## config.mk

```make
export PLATFORM = sky130hd
export DESIGN_NAME = mux4way16
export DESIGN_NICKNAME = d
export VERILOG_FILES = /design/src/rtl/mux4way16.sv
export SDC_FILE = /design/constraint.sdc
export NUM_CORES = 1
export LEC_CHECK = 0
export CORE_UTILIZATION = 26
export CTS_CLUSTER_SIZE = 40
export DETAILED_ROUTE_END_ITERATION = 10
export GPL_ROUTABILITY_DRIVEN = 0
export GPL_TIMING_DRIVEN = 0
export PLACE_DENSITY = 0.79
export SLEW_MARGIN = 20
export SYNTH_ARGS = -nofsm -noshare
export SYNTH_HDL_FRONTEND = slang
export SYNTH_SLANG_ARGS = --single-unit
```

## constraint.sdc

```tcl
create_clock -name clk -period 1.5 [get_ports clk]
set_input_delay 0.3 -clock clk [delete_from_list [all_inputs] [get_ports clk]]
set_output_delay 0.3 -clock clk [all_outputs]
set_load 0.05 [all_outputs]
```

## src/rtl/mux4way16.sv

```systemverilog
// mux4way16: 4-way WIDTH-bit word multiplexer with a combinational output
// and a one-cycle registered copy for pipelined consumers.
// Optional even-parity outputs are built when MUX4WAY16_PARITY_EN is defined.
module mux4way16 #(
  parameter int WIDTH = 16
) (
  input  logic             clk,
  input  logic             rst_n,
  input  logic [WIDTH-1:0] a,
  input  logic [WIDTH-1:0] b,
  input  logic [WIDTH-1:0] c,
  input  logic [WIDTH-1:0] d,
  input  logic [1:0]       sel,
  output logic [WIDTH-1:0] out,
`ifdef MUX4WAY16_PARITY_EN
  output logic             out_par,
  output logic             out_par_q,
`endif
  output logic [WIDTH-1:0] out_q
);

  logic [WIDTH-1:0] data_d;
  logic [WIDTH-1:0] data_q;

  // Word select; sel is treated as 2-state, so d covers the last code.
  always_comb begin
    out = d;
    case (sel)
      2'b00:   out = a;
      2'b01:   out = b;
      2'b10:   out = c;
      default: out = d;
    endcase
  end

  // Next registered value is simply the settled mux output.
  always_comb begin
    data_d = out;
  end

  // One-cycle copy of the selected word, cleared by synchronous reset.
  always_ff @(posedge clk) begin
    if (!rst_n) begin
      data_q <= '0;
    end else begin
      data_q <= data_d;
    end
  end

  assign out_q = data_q;

`ifdef MUX4WAY16_PARITY_EN
  logic par_d;
  logic par_q;

  // Even parity of the combinational output.
  always_comb begin
    par_d = ^out;
  end

  assign out_par = par_d;

  // Registered parity, aligned with out_q.
  always_ff @(posedge clk) begin
    if (!rst_n) begin
      par_q <= 1'b0;
    end else begin
      par_q <= par_d;
    end
  end

  assign out_par_q = par_q;
`endif

endmodule

```

# ---- After elaboration in Yosys (flattened, before gate mapping)
# Cells that the tools add are included.
dict set report word_totals {
  mem_count 0
  rom_bits 0
  latch_bits 0
  ff_bits 16
  ram_bits 0
  output_inout_bits 32
  wordCells 5
}
dict set report classes {
  n_mux 1
  n_bitwise 0
  n_shift 0
  order_cmp 0
  n_reduce_logical 1
  mul 0
  eq_ne 2
  n_div 0
  add_sub_neg 0
}
# cell count
set ops {}
lappend ops {{$pmux 16 s3} 1}
lappend ops {{$eq 2x1->1 const B} 1}
lappend ops {{$eq 2x2->1 const B} 1}
lappend ops {{$logic_not 2->1} 1}

# ---- Longest topological paths before layout
# Gate-level depths: netlist (run 1).
dict set report logic_depth {
  depth_word 2
  ltp_mapped 4
}

# ---- Least setup slack after synthesis (run 1)
# OpenSTA, ideal clock, no wires.
dict set report synth_path {
  path_type {input -> register}
  from {input sel[0]}
  to {register data_q[0], in the netlist out_q[0]}
  stages 3
  arrival_ns 1.488
  setup_time_ns 0.116
  path_slack_ns -0.104
  cell_sequence {buf_6 > mux4_1 > and2_1}
}
dict set report synth_via {
  elab_chain_cells 2
  elab_cells_between_ends 4
  cone_classes {2 x eq/ne; 1 x mux; 1 x reduce/logical}
}
# element line_no
set synth_rtl {}
lappend synth_rtl {{start: declaration} 13} ;# input logic [1:0] sel,
lappend synth_rtl {{$eq 2x2->1, or another cell as far along} 28} ;# case (sel)
lappend synth_rtl {{$pmux 16 s3 (*)} 28}
lappend synth_rtl {{via out[0]} 14} ;# output logic [WIDTH-1:0] out,
lappend synth_rtl {{end signal: assignment} 46} ;# data_q <= data_d;
lappend synth_rtl {{end: declaration} 23} ;# logic [WIDTH-1:0] data_q;
# The timed path passes the listed nets; every way through them passes the cells marked *.
# A chain may end at the register's enable or synchronous reset.

# ---- Final worst setup path (run 1)
dict set report layout_path {
  from {input sel[0]}
  to {output out[11]}
}
dict set report layout_via {
  elab_chain_cells 2
  elab_cells_between_ends 4
  cone_classes {2 x eq/ne; 1 x mux; 1 x reduce/logical}
}
# element line_no
set layout_rtl {}
lappend layout_rtl {{$eq 2x2->1, or another cell as far along} 28}
lappend layout_rtl {{$pmux 16 s3 (*)} 28}
lappend layout_rtl {{end: declaration} 14}
# Every way passes the cells marked *; elsewhere a longest branch is shown, timed or not.

==> flow_summary.ini, run 1 <==
[logic_synthesis]
synthDistinctLibCells = 8
synth_warnings = 0
synthTopCellsByCount = 16 x and2_1, 16 x dfxtp_1, 10 x mux4_2
synthesis.area_um2 = 848
ys_async_sr_fraction_pct = 0
ys_ff_latch = 16
synth_area_leader_cell = dfxtp_1
synth.avg_cell_area_um2 = 16.0
ys.flop_type = dfxtp_1
ys_seq_area_share_pct = 37.8
syn_inst = 53
synth_edf_count = 0
synthesis.nets = 121
synthTopCellsByArea = dfxtp_1 38%, mux4_2 27%, mux4_1 19%, and2_1 12%, buf_12 2.4%
synth_top_area_share_pct = 37.8

[grt]
grt.overflow.total = 0
first_global_vias = 970
grt_antenna_before_repair = 0
grt_pass1_wl_um = 5030
grt_usage_pct = 20.6
grt_max_degree = 11

[layout]
instances_no_fill = 208
diodes = 0
largest_reg_flops = 16
post-route-util_pct = 65.2
layout-drive-gt1-share_pct = 30.5
syn_to_final_growth_pct = 137
finalInstanceArea_um2 = 2010
nets = 233

[timing]
final.setup.tns_ns = -0.539
slew_headroom_pct = 66.5
finalWorstSetupSlack_ns = -0.0461
setup_violations = 16
fmax_ghz = 0.647
tightest_slew_ns = 0.505
fin_crit_ns = 1.55
fin_crit_sh_pct = 103
fin_hold_ws_ns = 0.568
slew_violations = 0
rsz0062_at_grt = true
finalHoldViolCount = 0

[placement]
dp_worst_setup_slack_ns = -0.784
numPortBuffers = 97
placed_cell_area_um2 = 1880
dp.cells = 194
dp_hpwl_um = 2750

[run_status]
outcome = complete, but fails checks
violations = negative setup slack

[critical_path]
crit_required_ns = 1.20
arrival_ns = 1.25
worst_setup_path_start_kind = input pin
path_max_fanout = 7
path_class = input pin to output port
crit_path_end_kind = output port

[cts]
cts.path.max_buffers = 2
ctsHoldBuffers = 0
cts-root-buf = clkbuf_4
clkSinkCount = 16
path_clk_slew_ns = 0.08
h-tree-depth = 1
cts_tree = done
cts_buffers = 3

[routing]
drtIter0Drc = 17
via_per_inst = 4.49
post_drt_wl_per_cell_um = 16.3
firstDrtPassIters = 4
vias = 934
wl_um = 3390
drcViolationCount = 0
final_antenna_net_count = 0

[floorplan]
ios = 100
die_x_um = 59.1
rows = 20
die_y_um = 59.1
core_um2 = 3080
die-area_um2 = 3500
initial_core_util_pct = 27.6

[hold_path]
hold_path.class = input pin to register
hold_start = c[1]
whs_endpoint = out_q[1]
min_path_cells = 3

[run]
maxCapViolations = 0

[pwr]
leakage_nw = 0.976
vdd_drop_max_uv = 328
power.total_mw = 1.52
power_per_cell_area_nw_per_um2 = 760
-- area by class of cell --
cell class	instances	area, um^2
timing repair buffer	107	1080
fill	262	1070
multi-input combinational	32	460
sequential	16	320
buffer	5	56.3
tap	44	55.1
clock buffer	4	36.3
-- logic make-up (layout without fill, tap and decap cells) --
family        after synthesis  count (layout)  share of synthesized area, %
simple gates               16              16                          11.8
flops                      16              16                          37.8
buf+inv                     5             116                          5.31
mux                        16              16                          45.1
-- cells in the final DEF (no fill, tap or decap) --
master           synthesis  final
dlygate4sd2_1            0     65
mux4_2                  10     16
and2_1                  16     16
dfxtp_1                 16     16
buf_8                    0     16
clkdlybuf4s15_1          0     11
buf_4                    0      9
dlymetal6s2s_1           0      4
clkbuf_4                 0      3
buf_12                   1      2
buf_2                    2      1
clkbuf_1                 1      1
clkbuf_8                 0      1
buf_16                   0      1
clkdlybuf4s50_1          0      1
buf_6                    1      1
-- critical path, cell delays in order --
cell and delay, ns:
buf_12 0.11, buf_16 0.12, mux4_2 0.54, buf_8 0.18
-- what timing repair did --
action / CTS / global route
endpoints found under the hold margin: 0 / 0
buffers inserted: 7 / 2
setup endpoints to repair: 32 / 16
gates resized for setup: 223 / 5
pin swaps: 0 / 0
cloned: 1 / 0
-- power by group --
group	internal (mW)	switching (mW)
clock	0.148	0.119
sequential	0.458	0.00646
combinational	0.366	0.426
total	0.973	0.552
-- worst max-delay path by stage --
| stage | end | start | slack [ns] |
|---|---|---|---|
| final | out[11] | sel[0] | -0.05 |
| after global routing | out[8] | sel[0] | -0.07 |
| after CTS | out[1] | d[1] | -0.19 |
| after detailed placement | out[1] | b[1] | -0.78 |
| after global placement | out[1] | b[1] | -0.76 |
| after floorplan | out_q[0] | sel[0] | -0.08 |
-- metal layers --
metal  up-vias  GRT usage [%]  routed length [um]
met5         -              0                   0
met4         0           10.2                  54
met3         4           3.71                 237
met2        52           38.6                1910
met1       453           22.1                1180
li1        425              -                   -
(Power assumes the default switching activity.)
==> run 2, diff against run 1 <==
--- a/config.mk
+++ b/config.mk
@@ -5,6 +5,7 @@
 export SDC_FILE = /design/constraint.sdc
 export NUM_CORES = 1
 export LEC_CHECK = 0
+export CAP_MARGIN = 20
 export CORE_UTILIZATION = 26
 export CTS_CLUSTER_SIZE = 40
 export DETAILED_ROUTE_END_ITERATION = 10
==> results of run 2 <==
No change in the layout: final DEF, timing and power equal those of run 1.
